[src/rtl/ctx_switch_control.sv]
// Context-switch sequencer for the LabSO processor.
// Stalls the pipeline on scpc/scrg/cproc and moves PC and register-file
// contents between the core and a per-process save area in data memory.
// It also runs the preemption quantum counter.
// Optional macro CTX_HILO_SAVE_EN adds HI/LO words to the save area.
module ctx_switch_control #(
    parameter int unsigned DATA_W          = 32,
    parameter int unsigned ADDR_W          = 10,
    parameter int unsigned REG_W           = 5,
    parameter int unsigned NUM_REGS        = 32,
    parameter int unsigned PROC_W          = 3,
    parameter int unsigned CTX_BASE        = 0,
    parameter int unsigned CTX_STRIDE_LOG2 = 6,
    parameter int unsigned QUANT_W         = 16,
    parameter int unsigned QUANTUM         = 1000
) (
    input  logic              clock,
    input  logic              reset,
    input  logic              instr_valid,
    input  logic [5:0]        opcode,
    input  logic              kernel_mode,
    input  logic [PROC_W-1:0] next_proc,
    input  logic [DATA_W-1:0] pc_in,
    input  logic [DATA_W-1:0] reg_rd_data,
    input  logic [DATA_W-1:0] mem_rd_data,
    output logic              stall,
    output logic [REG_W-1:0]  reg_rd_addr,
    output logic              reg_wr_en,
    output logic [REG_W-1:0]  reg_wr_addr,
    output logic [DATA_W-1:0] reg_wr_data,
    output logic [ADDR_W-1:0] mem_addr,
    output logic              mem_wr_en,
    output logic              mem_rd_en,
    output logic [DATA_W-1:0] mem_wdata,
    output logic              pc_load,
    output logic [DATA_W-1:0] pc_out,
    output logic [PROC_W-1:0] proc_atual,
    output logic              preempt_req,
    output logic              busy
`ifdef CTX_HILO_SAVE_EN
    ,
    input  logic [DATA_W-1:0] hi_in,
    input  logic [DATA_W-1:0] lo_in,
    output logic [DATA_W-1:0] hi_out,
    output logic [DATA_W-1:0] lo_out,
    output logic              hilo_load
`endif
);

`ifdef CTX_HILO_SAVE_EN
    localparam int unsigned CTX_WORDS = NUM_REGS + 3;
`else
    localparam int unsigned CTX_WORDS = NUM_REGS + 1;
`endif

    localparam int unsigned IDX_W = REG_W + 1;
    localparam logic [IDX_W-1:0]   IDX_LAST = IDX_W'(CTX_WORDS - 1);
    localparam logic [IDX_W-1:0]   W_LASTREG = IDX_W'(NUM_REGS);
    localparam logic [QUANT_W-1:0] QMAX = QUANT_W'(QUANTUM);

    localparam logic [5:0] OP_SCPC  = 6'b100001;
    localparam logic [5:0] OP_SCRG  = 6'b100010;
    localparam logic [5:0] OP_CPROC = 6'b100011;

    typedef enum logic [2:0] {StIdle, StSavePc, StSave, StLoad, StLoadFin} state_t;

    state_t              state_q, state_d, cur;
    logic [IDX_W-1:0]    idx_q, idx_d, c, w;
    logic [PROC_W-1:0]   tgt_q, tgt_d, proc_q, proc_d, load_proc;
    logic [DATA_W-1:0]   pc_q, pc_d;
    logic [QUANT_W-1:0]  cnt_q, cnt_d;
    logic                preempt_q, preempt_d;
    logic                trig;
    logic [ADDR_W-1:0]   base_save, base_load;
`ifdef CTX_HILO_SAVE_EN
    logic [DATA_W-1:0]   hi_q, hi_d, lo_q, lo_d;
`endif

    // Next-state, datapath outputs and quantum logic; the trigger cycle acts
    // as step 0 of the selected sequence so stall rises combinationally.
    always_comb begin
        state_d     = state_q;
        idx_d       = idx_q;
        tgt_d       = tgt_q;
        proc_d      = proc_q;
        pc_d        = pc_q;
        cnt_d       = cnt_q;
        preempt_d   = preempt_q;
        reg_rd_addr = '0;
        reg_wr_en   = 1'b0;
        reg_wr_addr = '0;
        reg_wr_data = '0;
        mem_addr    = '0;
        mem_wr_en   = 1'b0;
        mem_rd_en   = 1'b0;
        mem_wdata   = '0;
        pc_load     = 1'b0;
`ifdef CTX_HILO_SAVE_EN
        hi_d        = hi_q;
        lo_d        = lo_q;
        hilo_load   = 1'b0;
`endif

        trig = instr_valid && !reset && (state_q == StIdle);
        cur  = state_q;
        c    = idx_q;
        if (trig) begin
            c = '0;
            unique case (opcode)
                OP_SCPC:  cur = StSavePc;
                OP_SCRG:  cur = StSave;
                OP_CPROC: cur = StLoad;
                default:  cur = StIdle;
            endcase
        end

        load_proc = (state_q == StIdle) ? next_proc : tgt_q;
        base_save = ADDR_W'(CTX_BASE) + (ADDR_W'(proc_q) << CTX_STRIDE_LOG2);
        base_load = ADDR_W'(CTX_BASE) + (ADDR_W'(load_proc) << CTX_STRIDE_LOG2);
        // Word arriving from memory this cycle during a load.
        w = c - IDX_W'(1);

        if ((cur == StLoad && c != '0) || cur == StLoadFin) begin
            if (w == '0) begin
                pc_d = mem_rd_data;
            end else if (w <= W_LASTREG) begin
                reg_wr_en   = 1'b1;
                reg_wr_addr = REG_W'(w - IDX_W'(1));
                reg_wr_data = mem_rd_data;
            end
`ifdef CTX_HILO_SAVE_EN
            else if (w == W_LASTREG + IDX_W'(1)) hi_d = mem_rd_data;
            else lo_d = mem_rd_data;
`endif
        end

        unique case (cur)
            StSavePc: begin
                mem_wr_en = 1'b1;
                mem_addr  = base_save;
                mem_wdata = pc_in;
                state_d   = StIdle;
            end
            StSave: begin
                mem_wr_en = 1'b1;
                mem_addr  = base_save + ADDR_W'(c);
                if (c == '0) begin
                    mem_wdata = pc_in;
                end else if (c <= W_LASTREG) begin
                    reg_rd_addr = REG_W'(c - IDX_W'(1));
                    mem_wdata   = reg_rd_data;
                end
`ifdef CTX_HILO_SAVE_EN
                else if (c == W_LASTREG + IDX_W'(1)) mem_wdata = hi_in;
                else mem_wdata = lo_in;
`endif
                if (c == IDX_LAST) begin
                    state_d = StIdle;
                    idx_d   = '0;
                end else begin
                    state_d = StSave;
                    idx_d   = c + IDX_W'(1);
                end
            end
            StLoad: begin
                mem_rd_en = 1'b1;
                mem_addr  = base_load + ADDR_W'(c);
                tgt_d     = load_proc;
                state_d   = (c == IDX_LAST) ? StLoadFin : StLoad;
                idx_d     = c + IDX_W'(1);
            end
            StLoadFin: begin
                pc_load = 1'b1;
`ifdef CTX_HILO_SAVE_EN
                hilo_load = 1'b1;
`endif
                proc_d  = tgt_q;
                state_d = StIdle;
                idx_d   = '0;
            end
            default: ;
        endcase

        busy  = (cur != StIdle);
        stall = busy;

        if (instr_valid && !kernel_mode && !busy && cnt_q != QMAX) cnt_d = cnt_q + QUANT_W'(1);
        preempt_d = preempt_q || (cnt_d == QMAX);
        // A completing cproc always wins over a simultaneous expiry.
        if (cur == StLoadFin) begin
            cnt_d     = '0;
            preempt_d = 1'b0;
        end
    end

    // State and datapath registers with synchronous reset.
    always_ff @(posedge clock) begin
        if (reset) begin
            state_q   <= StIdle;
            idx_q     <= '0;
            tgt_q     <= '0;
            proc_q    <= '0;
            pc_q      <= '0;
            cnt_q     <= '0;
            preempt_q <= 1'b0;
`ifdef CTX_HILO_SAVE_EN
            hi_q      <= '0;
            lo_q      <= '0;
`endif
        end else begin
            state_q   <= state_d;
            idx_q     <= idx_d;
            tgt_q     <= tgt_d;
            proc_q    <= proc_d;
            pc_q      <= pc_d;
            cnt_q     <= cnt_d;
            preempt_q <= preempt_d;
`ifdef CTX_HILO_SAVE_EN
            hi_q      <= hi_d;
            lo_q      <= lo_d;
`endif
        end
    end

    assign pc_out      = pc_q;
    assign proc_atual  = proc_q;
    assign preempt_req = preempt_q;
`ifdef CTX_HILO_SAVE_EN
    // LO arrives in the same cycle as the load pulse, so bypass it.
    assign hi_out = hi_q;
    assign lo_out = (state_q == StLoadFin) ? mem_rd_data : lo_q;
`endif

endmodule

[config.mk]
export PLATFORM = sky130hd
export DESIGN_NAME = ctx_switch_control
export DESIGN_NICKNAME = d
export VERILOG_FILES = /design/src/rtl/ctx_switch_control.sv
export SDC_FILE = /design/constraint.sdc
export NUM_CORES = 1
export LEC_CHECK = 0
export ABC_AREA = 1
export BUFFER_PORTS_ARGS = -buffer_cell sky130_fd_sc_hd__clkbuf_2
export CORE_ASPECT_RATIO = 2
export CORE_MARGIN = 2
export CORE_UTILIZATION = 35
export CTS_BUF_LIST = sky130_fd_sc_hd__clkbuf_2
export DETAILED_ROUTE_END_ITERATION = 10
export GPL_TIMING_DRIVEN = 0
export HOLD_SLACK_MARGIN = 0.03
export PLACE_DENSITY = 0.65
export RECOVER_POWER = 100
export SYNTH_ARGS = -nofsm -noshare
export SYNTH_HDL_FRONTEND = slang
export SYNTH_SLANG_ARGS = --single-unit
export TNS_END_PERCENT = 5
[constraint.sdc]
create_clock -name clock -period 6.8 [get_ports clock]
set_input_delay 1.02 -clock clock [delete_from_list [all_inputs] [get_ports clock]]
set_output_delay 1.02 -clock clock [all_outputs]
set_load 0.1 [all_outputs]
==> summary.txt, run 1 <==
Yosys
  – Ys async rst share: 0%
  – Post-synth EDFFs: 0
  – Synth cell types: 35
  – Mapped Cells: 749
  – Sequential element share of the synthesized area: 28.1%
  – Post-Synthesis Cell Area: 0.00456 mm^2
  – Ys Warns: 0
  – Syn Nets: 865
  – Avg Synthesized Cell Area: between 6 and 7 um^2
  – Flops & latches, synth: 64
  – Post-synth top flop: dfxtp_1

Detailed routing
  – DR pass1 iterations: 5
  – Final ANT Viol Nets: 0
  – 1st-iter DRT viols: ~190
  – DR vias/cell: 4.73
  – DR DRC count: 0
  – Via total after detailed routing: 5442
  – Final WL: 14200 um
  – WL/cell: 12.4 um

STA
  – Slew of the pin with the lowest slew margin: 1280 ps
  – Final Slew Violations: 0
  – Fin worst setup slack: ~1100 ps
  – TNS Setup: 0 ps
  – Min cycle time layout: 5700 ps
  – Worst clock skew: 26.7 ps
  – Tcrit/Tclk final: 83.8%
  – Final Hold Vio Count: 0
  – Final number of setup-violating endpoints: 0
  – RSZ-0062 raised after global routing: false
  – Slew Limit Headroom: 15.2%
  – FMAX: 175 MHz
  – WHS: 464 ps

Layout
  – Fin area: approximately 0.0060 mm^2
  – Final net count: between 1000 and 1500
  – Fraction of layout cells with a size suffix above 1: about 25%
  – Leading cell types in the layout, fill and taps excluded: clkbuf_2, inv_1, nand2_1, nor2_1, clkbuf_1
  – Area growth, synth to finish: 30.6%
  – Commonest non-fill, non-tap cell in the layout: clkbuf_2

Worst setup path
  – Worst EP arrival: 4680 ps
  – Required @ worst endpoint: 5780 ps
  – Worst Setup Path Type: in -> out
  – Worst-path fanout max: 10
  – Critical Path Source Type: input pin
  – CP max stage cell: clkbuf_1
  – FF-to-FF path depth: 16
  – Critical Path End Type: output pin
  – Crit path from: reset
  – Max stage delay on crit path: roughly 880 ps
  – Most numerous cell on the critical path: inv_1
  – R2r startpoint: state_q[2]$_SDFFE_PP0P_
  – CP cell instances: clkbuf_1, inv_1, nand2_1, nor2_1, nor2_1, inv_1, ha_1, nand2_1, inv_1, nand3_1, inv_1, o21ai_2, buf_2, a21oi_1, clkbuf_1

Clocking
  – CTS tree: yes
  – Clk root buf: clkbuf_2
  – Num CTS Buffers: 9
  – Clock sinks: 64
  – Hold Buf Count CTS: 0
  – Maximum root-to-sink buffer count: 2
  – Setup bufs post-CTS: 0
  – Reg clk slew, reported paths: 200 ps
  – Post-cts gate resize count: 0
  – H-tree levels: 3
  – Clk Latency, worst-skew pair: 510 ps

Floorplanning
  – Die height: 165 um
  – Core ar.: 0.0128 mm^2
  – Top Ports: about 240
  – Die width: 84.7 um
  – Placement Rows: 59
  – Initial Util: 35.5%
  – Die ar.: approximately 0.014 mm^2

Placement
  – DP Area: 0.00592 mm^2
  – Place WS: 1730 ps
  – Detail Placement HPWL: 11600 um
  – Count of input and output buffers: 233
  – Gpl congestion: 0.936

Run status
  – Status: finished clean

Power and ir drop
  – PwrDens: between 200 and 250 mW/mm^2
  – Clock power share: 27.6%
  – Sw Ratio: 44.0%
  – Comb pwr share: 40.2%
  – Net Switching: between 0.5 and 0.6 mW
  – Leakage: 3.28 nW
  – Sequential share of power: 32.2%
  – Power Internal: 0.687 mW
  – VDD IR max: 0.124 mV

Global route
  – Vias in the first global route: 4942
  – First-pass GRT wire length: 23200 um
  – Largest net degree at the start of global routing: 12
  – GRT overflow: 0
  – Initial antenna violation count: 1
  – GRT Util Overall: about a fifth

Hold path
  – Worst Hold Launch: preempt_req$_SDFF_PP0_
  – Hold Crit Depth: 2
  – Worst Hold Class: reg -> reg

Job
  – Max cap viols: 0
-- synth_stat cells (4+ instances only) --
cell | count | area share [%]
nand2_1 | 140 | 12
xor2_1 | 11 | 2.1
inv_1 | 149 | 12
o21ai_0 | 14 | 1.5
dfxtp_1 | 64 | 28
clkbuf_1 | 8 | 0.66
o22ai_1 | 32 | 4.4
inv_2 | 7 | 0.58
nand2_2 | 4 | 0.55
buf_2 | 15 | 1.6
nor2_1 | 113 | 9.3
nor3_1 | 4 | 0.44
nor2_2 | 14 | 1.9
ha_1 | 7 | 1.9
a21oi_1 | 61 | 6.7
nand3_1 | 44 | 4.8
buf_6 | 10 | 2.5
nor2_4 | 4 | 0.99
nand4_1 | 21 | 2.9
-- registers in the layout, summed over array words and instances, names as in the netlist --
signal       count
tgt_q            3
preempt_req      1
cnt_q           16
proc_atual       3
idx_q            6
pc_out          32
state_q          3
-- critical path: cells and delay by family --
| kind | cells | cell delay, ps |
|---|---|---|
| AOI/OAI and AO/OA | 2 | 280 |
| buffers and inverters | 7 | 1960 |
| adders and majority gates | 1 | 170 |
| and+or+nand+nor | 5 | 1240 |
-- logic make-up (layout without fill, tap and decap cells) --
| kind of cell | count (synthesis) | after routing | synth area share (%) |
|---|---|---|---|
| and+or+nand+nor | 350 | 350 | 33.9 |
| buffers and inverters | 195 | 444 | 18.3 |
| AOI/OAI and AO/OA | 113 | 113 | 13.6 |
| DFF | 64 | 64 | 28.1 |
| xor gates and xnor gates | 16 | 16 | 3.40 |
| adders and majority gates | 7 | 7 | 1.92 |
| muxes | 3 | 3 | 0.740 |
| other | 1 | 2 | 0.0822 |
-- final cells by class --
type,instances,area (um^2)
antenna,1,2.50
buffer,38,204
clock buffer,9,45.0
clock inverter,7,134
fill,1423,6890
inverter,157,592
multi-input combinational,490,2410
sequential,64,1280
tap,152,190
timing repair buffer,233,1090
-- metal layers --
layer	part of all wire, %	GRT usage, %	up-vias
li1	-	-	2818
met1	45	25.9	2370
met2	47	34.0	234
met3	7.0	4.03	20
met4	1.4	6.06	0
met5	0	0	-
-- worst paths after layout --
kind,end,slack [ps]
worst max-delay path,reg_rd_addr[2],1100
worst min-delay path,preempt_req$_SDFF_PP0_,460
worst max register to register,pc_out[8]$_SDFFE_PP0P_,2810
worst min register to register,preempt_req$_SDFF_PP0_,460
-- through the flow --
stage	instances	util (%)	total power, mW
4_1_cts	1150	47.5	1.25
2_1_floorplan	749	-	0.807
5_1_grt	1151	46.4	1.29
6_report	1151	46.4	1.23
3_5_place_dp	1134	46.1	0.902
3_3_place_gp	1134	46.1	0.898
-- power by group through the flow --
| stage | Sequential [mW] | Clock, mW | Combinational, mW |
|---|---|---|---|
| after floorplan | 0.400 | 0 | 0.407 |
| after global placement | 0.403 | 0 | 0.495 |
| after detailed placement | 0.402 | 0 | 0.500 |
| after CTS | 0.395 | 0.351 | 0.501 |
| after global routing | 0.397 | 0.366 | 0.529 |
| final | 0.395 | 0.339 | 0.493 |
Power figures use the tool's default switching activity.
==> run 2: changes to the inputs <==
--- a/config.mk
+++ b/config.mk
@@ -5,7 +5,7 @@
 export SDC_FILE = /design/constraint.sdc
 export NUM_CORES = 1
 export LEC_CHECK = 0
-export ABC_AREA = 1
+export ABC_AREA = 0
 export BUFFER_PORTS_ARGS = -buffer_cell sky130_fd_sc_hd__clkbuf_2
 export CORE_ASPECT_RATIO = 2
 export CORE_MARGIN = 2
@@ -14,7 +14,7 @@
 export DETAILED_ROUTE_END_ITERATION = 10
 export GPL_TIMING_DRIVEN = 0
 export HOLD_SLACK_MARGIN = 0.03
-export PLACE_DENSITY = 0.65
+export PLACE_DENSITY = 0.7
 export RECOVER_POWER = 100
 export SYNTH_ARGS = -nofsm -noshare
 export SYNTH_HDL_FRONTEND = slang
==> constraint.sdc (replaced) <==
create_clock -name clock -period 5 [get_ports clock]
set_input_delay 0.75 -clock clock [delete_from_list [all_inputs] [get_ports clock]]
set_output_delay 0.75 -clock clock [all_outputs]
set_load 0.1 [all_outputs]
==> run 2 against run 1 <==
Net effect: non-clock buffer count is the same; clock power fell by 19%; synthesized cell count is 33% lower; sequential cell count unchanged; die area shrank 9.1%; sequential share of layout area rose by 1.2 points; wire length grew 2.7%; total power decreased by 26%; register-to-register slack worse by 1300 ps; synthesized area down 9.4%.
==> summary.txt, run 2 <==
Run status
  – Status: finished clean

Worst setup path
  – Worst-path fanout max: 10 (unchanged)
  – Required @ worst endpoint: 4250 ps (-1530 ps)
  – Worst EP arrival: 3970 ps (-710 ps)
  – Critical Path Source Type: register
  – FF-to-FF path depth: 12 (-4)
  – Critical Path End Type: output pin
  – Crit Reg-Reg Endpoint: pc_out[12]$_SDFFE_PP0P_
  – Worst Setup Path Type: reg -> out
  – Reg2reg setup slack: 1480 ps (-1330 ps)
  – R2r startpoint: state_q[2]$_SDFFE_PP0P_

Placement
  – Gpl congestion: 0.880 (-6.0%)
  – Count of input and output buffers: 232 (-0.43%)
  – Place WS: 43.5 ps (-1680 ps)
  – DP Area: 0.00548 mm^2 (-7.5%)
  – Detail Placement HPWL: 11700 um (+0.84%)

Hold path
  – Hold Crit Depth: 3 (+1)
  – Worst Hold Endpoint: tgt_q[2]$_SDFFE_PP0N_
  – Worst Hold Launch: next_proc[2]
  – Worst Hold Class: in -> reg

Clocking
  – H-tree levels: 3 (unchanged)
  – Maximum root-to-sink buffer count: 2 (unchanged)
  – Reg clk slew, reported paths: 210 ps (about the same)
  – Setup bufs post-CTS: 0 (unchanged)
  – Num CTS Buffers: 9 (unchanged)
  – Hold Buf Count CTS: 0 (unchanged)
  – CTS tree: yes
  – Clk root buf: clkbuf_2
  – Clock sinks: 64 (unchanged)
  – Clk Latency, worst-skew pair: 520 ps (about the same)

Yosys
  – Syn Nets: 617 (-29%)
  – Synth Area in Compound Gates: 18.6% (+5.0 points)
  – Post-Synth Adder-Cell Area: 2.12% (+0.20 points)
  – Post-synth EDFFs: 0 (unchanged)
  – Flops & latches, synth: 64 (unchanged)
  – Synth cell types: 66 (+89%)
  – Sequential element share of the synthesized area: 31.0% (+2.9 points)
  – Leading post-synthesis cells by cell area: dfxtp_1, mux2i_1, a22o_1
  – Ys async rst share: 0% (unchanged)
  – Mapped Cells: 501 (-33%)
  – Post-synthesis mux area share: 8.72% (+8.0 points)
  – Synth top area share: 31.0% (+2.9 points)
  – Synth Area in XOR/XNOR: 4.66% (+1.3 points)
  – Largest family of logic cells by synthesized area: simple AND/OR/NAND/NOR gates
  – Post-synth top flop: dfxtp_1
  – Largest area contributor in the netlist: dfxtp_1
  – Ys Warns: 0 (unchanged)
  – Post-Synth Simple-Gate Area: 28.2% (-5.7 points)
  – Most frequent cells after synthesis: dfxtp_1, nor2_1, and2_1
  – Post-Synthesis Cell Area: 0.00413 mm^2 (-9.4%)
  – Avg Synthesized Cell Area: 8.25 um^2 (+35%)
  – Count leader, synth: dfxtp_1

Layout
  – Fillers: 1205 (-15%)
  – Leading cell types in the layout, fill and taps excluded: clkbuf_2, dfxtp_1, nor2_1, and2_1, nand2_1
  – Commonest non-fill, non-tap cell in the layout: clkbuf_2
  – Area growth, synth to finish: 36.8%
  – Core Util, Final: 48.6% (+2.2 points)
  – Fin area: 0.00565 mm^2 (-5.1%)
  – Fraction of layout cells with a size suffix above 1: 37.5% (+13 points)
  – Max FFs per register: 32 (unchanged)
  – Final net count: 860 (-22%)

Power and ir drop
  – VDD IR max: 0.119 mV (-4.4%)
  – Leakage: 2.73 nW (-17%)
  – Total power: 0.914 mW (-26%)
  – PwrDens: 162 mW/mm^2 (-22%)

Global route
  – Largest net degree at the start of global routing: 12 (unchanged)
  – Vias in the first global route: 4228 (-14%)
  – Initial antenna violation count: 1 (unchanged)
  – GRT overflow: 0 (unchanged)
  – GRT Util Overall: 22.0% (+1.8 points)
  – First-pass GRT wire length: 21100 um (-8.7%)

Detailed routing
  – Via total after detailed routing: 4613 (-15%)
  – DR pass1 iterations: 4 (-1)
  – WL/cell: 16.3 um (+32%)
  – Final ANT Viol Nets: 0 (unchanged)
  – Final WL: 14600 um (+2.7%)
  – DR vias/cell: 5.15 (+9.0%)
  – 1st-iter DRT viols: 153 (-21%)
  – DR DRC count: 0 (unchanged)

STA
  – Fin worst setup slack: 281 ps (-820 ps)
  – FMAX: between 200 and 250 MHz
  – Slew Limit Headroom: 59.0% (+44 points)
  – Worst clock skew: 20.8 ps (-5.89 ps)
  – Final number of setup-violating endpoints: 0 (unchanged)
  – RSZ-0062 raised after global routing: true
  – Tcrit/Tclk final: 94.4%
  – Final Slew Violations: 0 (unchanged)
  – Min cycle time layout: 4720 ps
  – Final Hold Vio Count: 0 (unchanged)
  – Slew of the pin with the lowest slew margin: 609 ps (-669 ps)

Floorplanning
  – Placement Rows: 56 (-5.1%)
  – Die width: 80.8 um (-4.6%)
  – Top Ports: 235 (unchanged)
  – Die height: 158 um (-4.7%)
  – Initial Util: 35.5% (about the same)
  – Die ar.: 0.0127 mm^2 (-9.1%)
  – Core ar.: 0.0116 mm^2 (-9.4%)

Job
  – Max cap viols: 0 (unchanged)
==> run 2: cell types whose count changed in the layout (fill, tap and decap cells not counted), sizes merged, moves of 32 or more <==
cell   delta
a22o     +33
nand2   -103
mux2i    +36
o22ai    -32
a21oi    -41
nor2     -68
and2     +45
inv     -149
==> run 2: worst max-delay path by stage <==
| stage | startpoint | slack [ps] | end | depth (start not counted) |
|---|---|---|---|---|
| final | state_q[2]$_SDFFE_PP0P_ | 280 | mem_wdata[31] | 13 |
| after global routing | state_q[2]$_SDFFE_PP0P_ | -20 | reg_wr_data[11] | 14 |
| after CTS | state_q[2]$_SDFFE_PP0P_ | 0.04 | reg_wr_data[11] | 14 |
| after detailed placement | instr_valid | 40 | reg_wr_data[13] | 15 |
| after global placement | instr_valid | 30 | reg_wr_data[13] | 15 |
| after floorplan | reset | -330 | reg_wr_addr[2] | 13 |
==> run 2: final cells by class <==
class | count | area, um^2 | area share [%]
clock buffers | 10 | 50.0 | 0.885
plain buffers | 39 | 245 | 4.34
repair buffers | 232 | 1250 | 22.1
well taps | 145 | 181 | 3.21
flip-flops and latches | 64 | 1280 | 22.7
clock inverters | 6 | 36.3 | 0.642
inverters | 8 | 30.0 | 0.531
diodes | 1 | 2.50 | 0.0443
multi-input cells | 390 | 2580 | 45.6
==> run 2: cells by family after synthesis <==
kind of cell,after synthesis
buffers and inverters,47
multiplexers,36
XOR/XNOR,22
adder cells (fa/ha/maj),7
AO/OA/AOI/OAI,99
AND/OR/NAND/NOR,225
flip-flops,64
other,1
==> run 2: repair_timing <==
action,4_1_cts,5_1_grt
gates resized for setup,28,40
pin swaps,0,0
setup endpoints to repair,28,68
==> run 2: metrics by stage <==
stage               hold WS, ps  instances  TNS (ps)
global route                399        895      -104
floorplan                   438        501     -3170
detailed placement          464        878         0
finish                      431        895         0
CTS                         390        894         0
global placement            458        878         0
==> run 2: layer usage <==
| metal | vias up | global-route usage, % | routed length [um] |
|---|---|---|---|
| met5 | - | 0 | 0 |
| met4 | 0 | 11.1 | 545 |
| met3 | 36 | 4.22 | 998 |
| met2 | 213 | 44.0 | 8130 |
| met1 | 2106 | 19.7 | 4940 |
| li1 | 2258 | - | - |
==> run 2: power by group <==
group	total (mW)	switching (mW)	internal, mW
combinational	0.127	0.0774	0.0492
sequential	0.514	0.00162	0.512
clock	0.273	0.210	0.0633
total	0.914	0.289	0.625
==> run 2: worst max-delay path, cell delays in order (launching register included) <==
cell and delay [ps]:
dfxtp_1 350, buf_4 170, nor3_2 220, nand2_2 210
nand2_1 240, ha_1 280, nand2_1 80, a211o_1 330
o21ai_0 110, o211a_1 170, buf_2 210, clkbuf_1 400
a22o_1 210, clkbuf_2 450
